`config.mk`:
```
export PLATFORM = sky130hd
export DESIGN_NAME = writeback_queue_flat
export DESIGN_NICKNAME = d
export VERILOG_FILES = /design/src/rtl/wb_pkg.sv /design/src/rtl/writeback_queue_if.sv /design/src/rtl/wb_fifo.sv /design/src/rtl/writeback_queue.sv /design/src/flat_wrapper.sv
export SDC_FILE = /design/constraint.sdc
export NUM_CORES = 1
export LEC_CHECK = 0
export ABC_AREA = 0
export CAP_MARGIN = 20
export CORE_MARGIN = 1.5
export CORE_UTILIZATION = 59
export CTS_BUF_LIST = sky130_fd_sc_hd__clkbuf_8
export DETAILED_ROUTE_END_ITERATION = 7
export HOLD_SLACK_MARGIN = 0.08
export PLACE_DENSITY_LB_ADDON = 0.12
export SYNTH_ARGS = -nofsm -noshare
export SYNTH_HDL_FRONTEND = slang
export SYNTH_SLANG_ARGS = --single-unit
```
`constraint.sdc`:
```
create_clock -name clk -period 6.85 [get_ports clk]
set_clock_uncertainty 0.15 [all_clocks]
set_input_delay 1.37 -clock clk [delete_from_list [all_inputs] [get_ports clk]]
set_output_delay 1.37 -clock clk [all_outputs]
set_load 0.03 [all_outputs]
```
`src/rtl/wb_pkg.sv`:
```
// Shared widths, queue entry type and the youngest-pending-write search
// used by writeback_queue and wb_fifo.
package wb_pkg;

  localparam int DATA_W = 16;
  localparam int ADDR_W = 4;
  // Must be a power of two and at least 2 so the pointers wrap naturally.
  localparam int DEPTH  = 4;
  localparam int PTR_W  = $clog2(DEPTH);
  localparam int CNT_W  = PTR_W + 1;

  typedef struct packed {
    logic [ADDR_W-1:0] da;
    logic [DATA_W-1:0] d;
  } wb_entry_t;

  typedef struct packed {
    logic              hit;
    logic [DATA_W-1:0] data;
  } wb_match_t;

  // Walk from oldest to youngest so the last match seen is the youngest.
  function automatic wb_match_t youngest_match(
    input wb_entry_t [DEPTH-1:0] entries,
    input logic      [DEPTH-1:0] valid_mask,
    input logic      [PTR_W-1:0] rd_ptr,
    input logic      [ADDR_W-1:0] addr
  );
    wb_match_t        m;
    logic [PTR_W-1:0] idx;
    m   = '0;
    idx = '0;
    for (int i = 0; i < DEPTH; i++) begin
      idx = rd_ptr + PTR_W'(i);
      if (valid_mask[idx] && (entries[idx].da == addr)) begin
        m.hit  = 1'b1;
        m.data = entries[idx].d;
      end
    end
    return m;
  endfunction

endpackage

```
`src/rtl/writeback_queue_if.sv`:
```
// Producer-side bundle: memory-load and ALU result channels.
interface writeback_queue_if;
  import wb_pkg::*;

  // valid/ready: an entry transfers on a rising edge where valid && ready.
  // A producer holds da/d stable while valid is high and ready is low;
  // ready never depends on alu_valid, and mem has priority for free slots.
  logic              mem_valid;
  logic [ADDR_W-1:0] mem_da;
  logic [DATA_W-1:0] mem_d;
  logic              mem_ready;
  logic              alu_valid;
  logic [ADDR_W-1:0] alu_da;
  logic [DATA_W-1:0] alu_d;
  logic              alu_ready;

  modport master (
    output mem_valid, mem_da, mem_d, alu_valid, alu_da, alu_d,
    input  mem_ready, alu_ready
  );

  modport slave (
    input  mem_valid, mem_da, mem_d, alu_valid, alu_da, alu_d,
    output mem_ready, alu_ready
  );

endinterface

```
`src/rtl/wb_fifo.sv`:
```
// Dual-push / single-pop circular buffer. push_a is always the older of
// two same-cycle entries; overflow is prevented by the caller's ready gating.
module wb_fifo
  import wb_pkg::*;
(
  input  logic                   clk,
  input  logic                   reset,
  input  logic                   push_a,
  input  wb_entry_t              entry_a,
  input  logic                   push_b,
  input  wb_entry_t              entry_b,
  input  logic                   pop,
  output wb_entry_t              head,
  output wb_entry_t [DEPTH-1:0]  slots,
  output logic      [DEPTH-1:0]  valid_mask,
  output logic      [PTR_W-1:0]  rd_ptr,
  output logic      [CNT_W-1:0]  count
);

  wb_entry_t [DEPTH-1:0] mem_q;
  logic [PTR_W-1:0]      wr_ptr;
  logic [PTR_W-1:0]      wr_ptr_b;
  logic [CNT_W-1:0]      n_push;
  logic [PTR_W-1:0]      off;

  assign n_push   = CNT_W'(push_a) + CNT_W'(push_b);
  assign wr_ptr_b = push_a ? (wr_ptr + PTR_W'(1)) : wr_ptr;

  always_ff @(posedge clk) begin
    if (reset) begin
      wr_ptr <= '0;
      rd_ptr <= '0;
      count  <= '0;
    end else begin
      wr_ptr <= wr_ptr + n_push[PTR_W-1:0];
      rd_ptr <= rd_ptr + PTR_W'(pop);
      count  <= count + n_push - CNT_W'(pop);
    end
  end

  // Storage needs no reset: occupancy alone decides what is meaningful.
  always_ff @(posedge clk) begin
    if (!reset) begin
      if (push_a) mem_q[wr_ptr]   <= entry_a;
      if (push_b) mem_q[wr_ptr_b] <= entry_b;
    end
  end

  always_comb begin
    valid_mask = '0;
    off        = '0;
    for (int i = 0; i < DEPTH; i++) begin
      off           = PTR_W'(i) - rd_ptr;
      valid_mask[i] = ({1'b0, off} < count);
    end
  end

  assign head  = mem_q[rd_ptr];
  assign slots = mem_q;

endmodule

```
`src/rtl/writeback_queue.sv`:
```
// Write-side front end of the 16x16 register file: arbitrates ALU and load
// results into an in-order queue and retires one write per cycle.
// Optional pending-write forwarding: define WRITEBACK_QUEUE_BYPASS_EN.
module writeback_queue
  import wb_pkg::*;
(
  input  logic                clk,
  input  logic                reset,
  writeback_queue_if.slave    prod,
  input  logic                hold,
  output logic [DATA_W-1:0]   D,
  output logic [ADDR_W-1:0]   DA,
  output logic                RW,
  input  logic [ADDR_W-1:0]   AA,
  input  logic [ADDR_W-1:0]   BA,
  output logic                a_hit,
  output logic [DATA_W-1:0]   a_fwd,
  output logic                b_hit,
  output logic [DATA_W-1:0]   b_fwd,
  output logic [ADDR_W:0]     count,
  output logic                empty,
  output logic                full
);

  localparam int COUNT_W = ADDR_W + 1;

  wb_entry_t             head;
  wb_entry_t [DEPTH-1:0] slots;
  logic [DEPTH-1:0]      valid_mask;
  logic [PTR_W-1:0]      rd_ptr;
  logic [CNT_W-1:0]      occ;
  logic [CNT_W-1:0]      free;
  logic                  mem_hs;
  logic                  alu_hs;
  logic                  push_a;
  logic                  push_b;
  wb_entry_t             entry_a;
  wb_entry_t             entry_b;

  // Free space uses registered occupancy only; a same-cycle pop is not credited.
  assign free           = CNT_W'(DEPTH) - occ;
  assign prod.mem_ready = (free != '0);
  assign prod.alu_ready = prod.mem_valid ? (free >= CNT_W'(2)) : (free != '0);

  assign mem_hs  = prod.mem_valid & prod.mem_ready;
  assign alu_hs  = prod.alu_valid & prod.alu_ready;
  assign push_a  = mem_hs | alu_hs;
  assign push_b  = mem_hs & alu_hs;
  assign entry_a = mem_hs ? wb_entry_t'{da: prod.mem_da, d: prod.mem_d}
                          : wb_entry_t'{da: prod.alu_da, d: prod.alu_d};
  assign entry_b = wb_entry_t'{da: prod.alu_da, d: prod.alu_d};

  wb_fifo u_fifo (
    .clk        (clk),
    .reset      (reset),
    .push_a     (push_a),
    .entry_a    (entry_a),
    .push_b     (push_b),
    .entry_b    (entry_b),
    .pop        (RW),
    .head       (head),
    .slots      (slots),
    .valid_mask (valid_mask),
    .rd_ptr     (rd_ptr),
    .count      (occ)
  );

  assign empty = (occ == '0);
  assign full  = (occ == CNT_W'(DEPTH));
  assign count = COUNT_W'(occ);

  // The register file always accepts, so asserting RW pops the head this edge.
  assign RW = !empty && !hold && !reset;
  assign D  = empty ? '0 : head.d;
  assign DA = empty ? '0 : head.da;

`ifdef WRITEBACK_QUEUE_BYPASS_EN
  wb_match_t match_a;
  wb_match_t match_b;

  assign match_a = youngest_match(slots, valid_mask, rd_ptr, AA);
  assign match_b = youngest_match(slots, valid_mask, rd_ptr, BA);
  assign a_hit   = match_a.hit;
  assign a_fwd   = match_a.data;
  assign b_hit   = match_b.hit;
  assign b_fwd   = match_b.data;
`else
  logic unused_bypass;

  assign a_hit         = 1'b0;
  assign a_fwd         = '0;
  assign b_hit         = 1'b0;
  assign b_fwd         = '0;
  assign unused_bypass = ^{AA, BA, slots, valid_mask, rd_ptr};
`endif

endmodule

```
`src/flat_wrapper.sv`:
```
// flat-port wrapper written by rule: the top's interface ports become plain ports
module writeback_queue_flat import wb_pkg::*;
  (clk, reset, hold, D, DA, RW, AA, BA, a_hit, a_fwd, b_hit, b_fwd, count, empty, full, prod_mem_valid, prod_mem_da, prod_mem_d, prod_alu_valid, prod_alu_da, prod_alu_d, prod_mem_ready, prod_alu_ready);
  writeback_queue_if prod_i ();
  input  logic clk;
  input  logic reset;
  input  logic hold;
  output logic [DATA_W-1:0] D;
  output logic [ADDR_W-1:0] DA;
  output logic RW;
  input  logic [ADDR_W-1:0] AA;
  input  logic [ADDR_W-1:0] BA;
  output logic a_hit;
  output logic [DATA_W-1:0] a_fwd;
  output logic b_hit;
  output logic [DATA_W-1:0] b_fwd;
  output logic [ADDR_W:0] count;
  output logic empty;
  output logic full;
  input wire logic [$bits(prod_i.mem_valid)-1:0] prod_mem_valid;
  input wire logic [$bits(prod_i.mem_da)-1:0] prod_mem_da;
  input wire logic [$bits(prod_i.mem_d)-1:0] prod_mem_d;
  input wire logic [$bits(prod_i.alu_valid)-1:0] prod_alu_valid;
  input wire logic [$bits(prod_i.alu_da)-1:0] prod_alu_da;
  input wire logic [$bits(prod_i.alu_d)-1:0] prod_alu_d;
  output wire logic [$bits(prod_i.mem_ready)-1:0] prod_mem_ready;
  output wire logic [$bits(prod_i.alu_ready)-1:0] prod_alu_ready;
  assign prod_i.mem_valid = prod_mem_valid;
  assign prod_i.mem_da = prod_mem_da;
  assign prod_i.mem_d = prod_mem_d;
  assign prod_i.alu_valid = prod_alu_valid;
  assign prod_i.alu_da = prod_alu_da;
  assign prod_i.alu_d = prod_alu_d;
  assign prod_mem_ready = prod_i.mem_ready;
  assign prod_alu_ready = prod_i.alu_ready;
  writeback_queue u_core (.clk(clk), .reset(reset), .prod(prod_i), .hold(hold), .D(D), .DA(DA), .RW(RW), .AA(AA), .BA(BA), .a_hit(a_hit), .a_fwd(a_fwd), .b_hit(b_hit), .b_fwd(b_fwd), .count(count), .empty(empty), .full(full));
endmodule
```
======== After elaboration in Yosys (flattened, before gate mapping) ========
Index checks and enable logic that the tools add are counted.
cells by class
  add/sub/neg operators ................... 7
  order comparisons ....................... 6
  equal/unequal tests ..................... 1
  muxes and demuxes ....................... 16
  bitwise logic cells ..................... 4
  reduce and logical (&&, ||, !) cells .... 9
operators with widths
  kind                                                                                  number
  80-bit 2-to-1 mux                                                                     3
  80-bit bitwise mux                                                                    2
  20-bit demux with 2-bit select                                                        2
  20-bit 2-to-1 mux                                                                     4
  20-bit binary-select mux with 2-bit select                                            1
  16-bit 2-to-1 mux                                                                     1
  2-bit by 3-bit less-than comparator with 1-bit output (second input constant)         3
  2-bit by 1-bit greater-or-equal comparator with 1-bit output (second input constant)  2
  1-bit logical AND                                                                     4
  4-bit 2-to-1 mux                                                                      1
  3-bit adder                                                                           1
  1-bit AND                                                                             3
  3-bit equality test (second input constant)                                           1
  3-bit by 2-bit greater-or-equal comparator with 1-bit output (second input constant)  1
  1-bit zero test                                                                       3
  3-bit zero test                                                                       1
  3-bit nonzero test                                                                    1
  3-bit by 1-bit subtractor with 3-bit output                                           1
  3-bit subtractor (first input constant)                                               1
  1-bit by 1-bit adder with 2-bit output                                                1
  2-bit by 1-bit adder with 2-bit output                                                1
  2-bit by 1-bit adder with 2-bit output (second input constant)                        1
  2-bit adder                                                                           1
  2-bit 2-to-1 mux                                                                      1
  2 further kinds                                                                       2
word-level totals
  register bits ........................... 87
  input bits .............................. 53
  output and inout port bits .............. 64

======== Logic depth before layout (Yosys ltp) ========
  word-level depth ........................ 12
  depth in mapped cells ................... 16
  mapped depth without buffers ............ 15

======== Hierarchy ========
A second synthesis with hierarchy kept.
second synthesis, totals
  cells, all modules ...................... 448
  area total of the unflattened synthesis .. 6,982.9 um^2
by module, submodules not included
  module           times used  cells an instance  area each (um^2)  seq. area each (um^2)
  wb_fifo          1           350                6,122.1           2,542.4
  writeback_queue  1           98                 860.8             0.0

======== Worst setup path before layout ========
OpenSTA, ideal clock, no wires.
  kind .................................... input-to-reg
  from .................................... input prod_mem_valid
  to ...................................... register u_core.u_fifo.count[2]
  library setup time ...................... 126 ps
  arrival time ............................ 3,899 ps
  required time ........................... 6,574 ps
  path slack .............................. 2,675 ps
  stages .................................. 13
  buffers on the path ..................... 0
  cell sequence ........................... nor3b_1 o21ai_0 and2_1 ha_1 inv_1 ha_1 inv_1 ha_1 inv_1 fa_1 xnor2_1 xnor2_1 nor2_1
on the way
  cells in the longest elaborated chain, start to end .. 6
  elaborated cells on any way between the ends .. 8
ends and longest elaborated chain
  element                                        RTL line                                      text
  start: declaration                             flat_wrapper.sv:20                            input wire logic [$bits(prod_i.mem_valid)-1:0] prod_mem_valid;
  1-bit 2-to-1 mux *                             writeback_queue.sv:43                         assign prod.alu_ready = prod.mem_valid ? (free >= CNT_W'(2)) : (free != '0);
  via prod_alu_ready                             flat_wrapper.sv:27                            output wire logic [$bits(prod_i.alu_ready)-1:0] prod_alu_ready;
  1-bit AND *                                    writeback_queue.sv:46                         assign alu_hs = prod.alu_valid & prod.alu_ready;
  1-bit OR or 1-bit AND (tied branches)          writeback_queue.sv:47, writeback_queue.sv:48
  1-bit by 1-bit adder with 2-bit output *       wb_fifo.sv:26                                 assign n_push = CNT_W'(push_a) + CNT_W'(push_b);
  3-bit adder *                                  wb_fifo.sv:37                                 count <= count + n_push - CNT_W'(pop);
  3-bit by 1-bit subtractor with 3-bit output *  wb_fifo.sv:37
  end signal: assignment                         wb_fifo.sv:37
  end: declaration                               wb_fifo.sv:17                                 output logic [CNT_W-1:0] count
The timed path passes the listed nets; every way through them passes the cells marked *.
A chain may end at the register's enable or synchronous reset.

======== Final worst setup path ========
  from .................................... input reset
  to ...................................... output RW
on the way
  cells in the longest elaborated chain, start to end .. 2
ends and longest elaborated chain
  element             RTL line               text
  start: declaration  flat_wrapper.sv:6      input logic reset;
  1-bit zero test     writeback_queue.sv:73  assign RW = !empty && !hold && !reset;
  1-bit logical AND   writeback_queue.sv:73
  end: declaration    flat_wrapper.sv:10     output logic RW;
No other way between the ends.

==> flow_summary_export.csv <==
group,metric,value,unit
outcome,outcome,"finished clean",
pwr,internal_power,1.88,mW
timing,min_period,4630,ps
layout,syn2layout_area_growth,12.7,%
route,vias_per_cell,6.71,
cts,cts_max_path_buffers,2,
timing,fmax,216,MHz
timing,worst_pin_slew,1150,ps
floorplan,initial_core_util,60.8,%
layout,final_util,68.5,%
timing,hold_viol,0,
layout,nNetsFinal,660,
pwr,pwr-share-comb,57.3,%
pwr,ir_drop,523,uV
cts,cts_resized,0,
floorplan,dieWidth,106,um
floorplan,dieArea,11200,um^2
logic_synthesis,synth_area_leaders,"edfxtp_1, and3b_1, a22oi_1",
timing,grt_setup_unrepaired,"no",
global_routing,antenna_found_initial,0,
cts,clk_latency,370,ps
floorplan,fp.dieH,106,um
place,hpwl,9.88,mm
worst_setup_path,end_kind,"primary output",
logic_synthesis,yosysTopAreaCellShare,38.4,%
layout,drive_gt1_share,12.8,%
route,met1Wirelength,6.80,mm
floorplan,core_area,10300,um^2
layout,fill_cells,794,
route,drtPass1Iterations,5,
timing,totalNegativeSetupSlack,0,ps
route,first_iter_violations,588,
pwr,power_leakage,2.84,nW
pwr,switching_share,41.8,%
place,dp_slack,1990,ps
floorplan,io_pins,117,
route,highest_layer,"met4",
layout,n_antenna_cell,0,
route,drtAntennaViolNets,0,
logic_synthesis,synth_area,6250,um^2
pwr,power_frac_seq,30.7,%
global_routing,grt_max_degree,86,
logic_synthesis,avgSynthCellArea,11.4,um^2
route,drt-total-wl,17.2,mm
cts,ctsHoldBuffers,0,
cts,htree_levels,3,
logic_synthesis,synthCells,549,
logic_synthesis,yosysSeqAreaShare,40.7,%
timing,report.final.slew_viol_count,0,
cts,clkTransAtPathRegs,90,ps
route,wire_per_inst,23.5,um
worst_setup_path,path_class,"input port to primary output",
global_routing,grt_pass1_wl,26.6,mm
cts,clock_sinks,87,
pwr,power.density,459,nW/um^2
route,vias,4907,
worst_setup_path,path_max_fanout,9,
worst_hold_path,hold_class,"register to register",
cts,cts_tree,"built",
route,wl_met3,1.64,mm
logic_synthesis,synthDistinctLibCells,36,
floorplan,rows,37,
route,wl_met2,8.48,mm
global_routing,grt-ovfl-total,0,
logic_synthesis,ys_ff_latch,87,
cts,root_buffer,"clkbuf_8",
route,drc,0,
pwr,switchingPower,1.35,mW
logic_synthesis,synth_warnings,0,
worst_setup_path,cp.arrival,3110,ps
global_routing,grt_pass1_vias,4867,
worst_setup_path,worstSetupStartpointType,"input port",
place,io_buffer_count,72,
place,routabilityCongestion,0.793,
cts,cts_setup_buffers,0,
timing,max_slew_margin,23.0,%
worst_setup_path,cp_data_required_time,5330,ps
global_routing,grt_usage,31.1,%
timing,finalCritPeriodShare,67.6,%
timing,finalSetupViolCount,0,
timing,fin_ws,2220,ps
pwr,total_power,3.23,mW
pwr,clockPowerShare,12.0,%
cts,cts_buffers,9,
flow_run,maxCapViolCount,0,
logic_synthesis,yosysTopAreaCell,"edfxtp_1",
==> layout by cell type, fill, tap and decap left out, types with 20 or more instances in the layout <==
cell	Yosys	final
clkdlybuf4s50_1	0	72
a22oi_1	80	80
o22ai_1	60	60
edfxtp_1	80	80
nor2b_1	24	24
o22ai_2	20	20
mux4_2	20	20
conb_1	1	36
inv_1	31	34
and3b_1	80	80
==> metrics by stage <==
step                instances  instance area, um^2  hold slack (ps)
detailed placement        715                 6840              429
global placement          715                 6840              417
global route              731                 7040              483
CTS                       731                 7040              452
floorplan                 584                 6380              408
finish                    731                 7040              453
==> Yosys cell counts (all sizes together) <==
cell type	instances
xnor2	5
conb	1
edfxtp	80
or4b	1
clkbuf	30
nor2	4
mux4	20
and2	1
buf	63
nor2b	24
o221a	4
a21boi	1
nor3b	1
or2b	1
nand2	3
nand2b	6
nor3	1
inv	31
nand4	1
ha	16
and3b	80
o21ai	5
nand4bb	1
dfxtp	7
o22ai	80
nand4b	1
fa	1
a22oi	80
==> final timing paths <==
kind                               start                       to  slack [ps]  cells after the start
hold / removal    u_core.u_fifo.count[2]   u_core.u_fifo.count[2]         450                      2
setup reg to reg  u_core.u_fifo.count[0]  u_core.u_fifo.slots[64]        2780                     10
setup / recovery                   reset                       RW        2220                      3
hold reg to reg   u_core.u_fifo.count[2]   u_core.u_fifo.count[2]         450                      2
==> power groups by stage <==
stage                     registers, mW  clock network (mW)  logic (mW)
final                             0.993               0.388        1.85
after global routing               1.01               0.407        1.97
after CTS                         0.986               0.390        1.84
after detailed placement          0.996                   0        1.83
after global placement            0.984                   0        1.78
after floorplan                   0.965                   0        1.36
==> cell families (layout without fill, tap and decap cells) <==
family | Yosys count | count (layout) | synth area share, %
AO/OA/AOI/OAI | 170 | 170 | 21.2
XOR/XNOR | 5 | 5 | 0.701
adder cells (fa/ha/maj) | 17 | 17 | 3.52
buffers and inverters | 124 | 135 | 10.9
flip-flops | 87 | 87 | 40.7
multiplexers | 20 | 20 | 7.21
other | 1 | 36 | 0.0600
AND/OR/NAND/NOR | 125 | 125 | 15.7
==> sequential cells by signal, indices dropped and copies added, names as in the netlist <==
signal                cells
u_core.u_fifo.slots      80
u_core.u_fifo.count       3
u_core.u_fifo.rd_ptr      2
u_core.u_fifo.wr_ptr      2
==> final cells by class <==
type,instances,area (um^2),area share (%)
inverter,31,116,1.65
tap,136,170,2.42
sequential,87,2540,36.1
clock buffer,9,124,1.76
clock inverter,7,82.6,1.17
timing repair buffer,88,841,11.9
multi-input combinational,373,3170,45.0
==> worst max-delay path: stages <==
cell,delay (ps)
clkdlybuf4s50_1,580
nor3_1,390
clkdlybuf4s50_1,770
==> layer usage <==
| metal | vias to the layer above | track usage [%] |
|---|---|---|
| met3 | 23 | 3.31 |
| met5 | - | 0 |
| li1 | 2165 | - |
| met4 | 0 | 14.1 |
| met2 | 310 | 49.0 |
| met1 | 2409 | 43.7 |
Power figures use the tool's default switching activity.
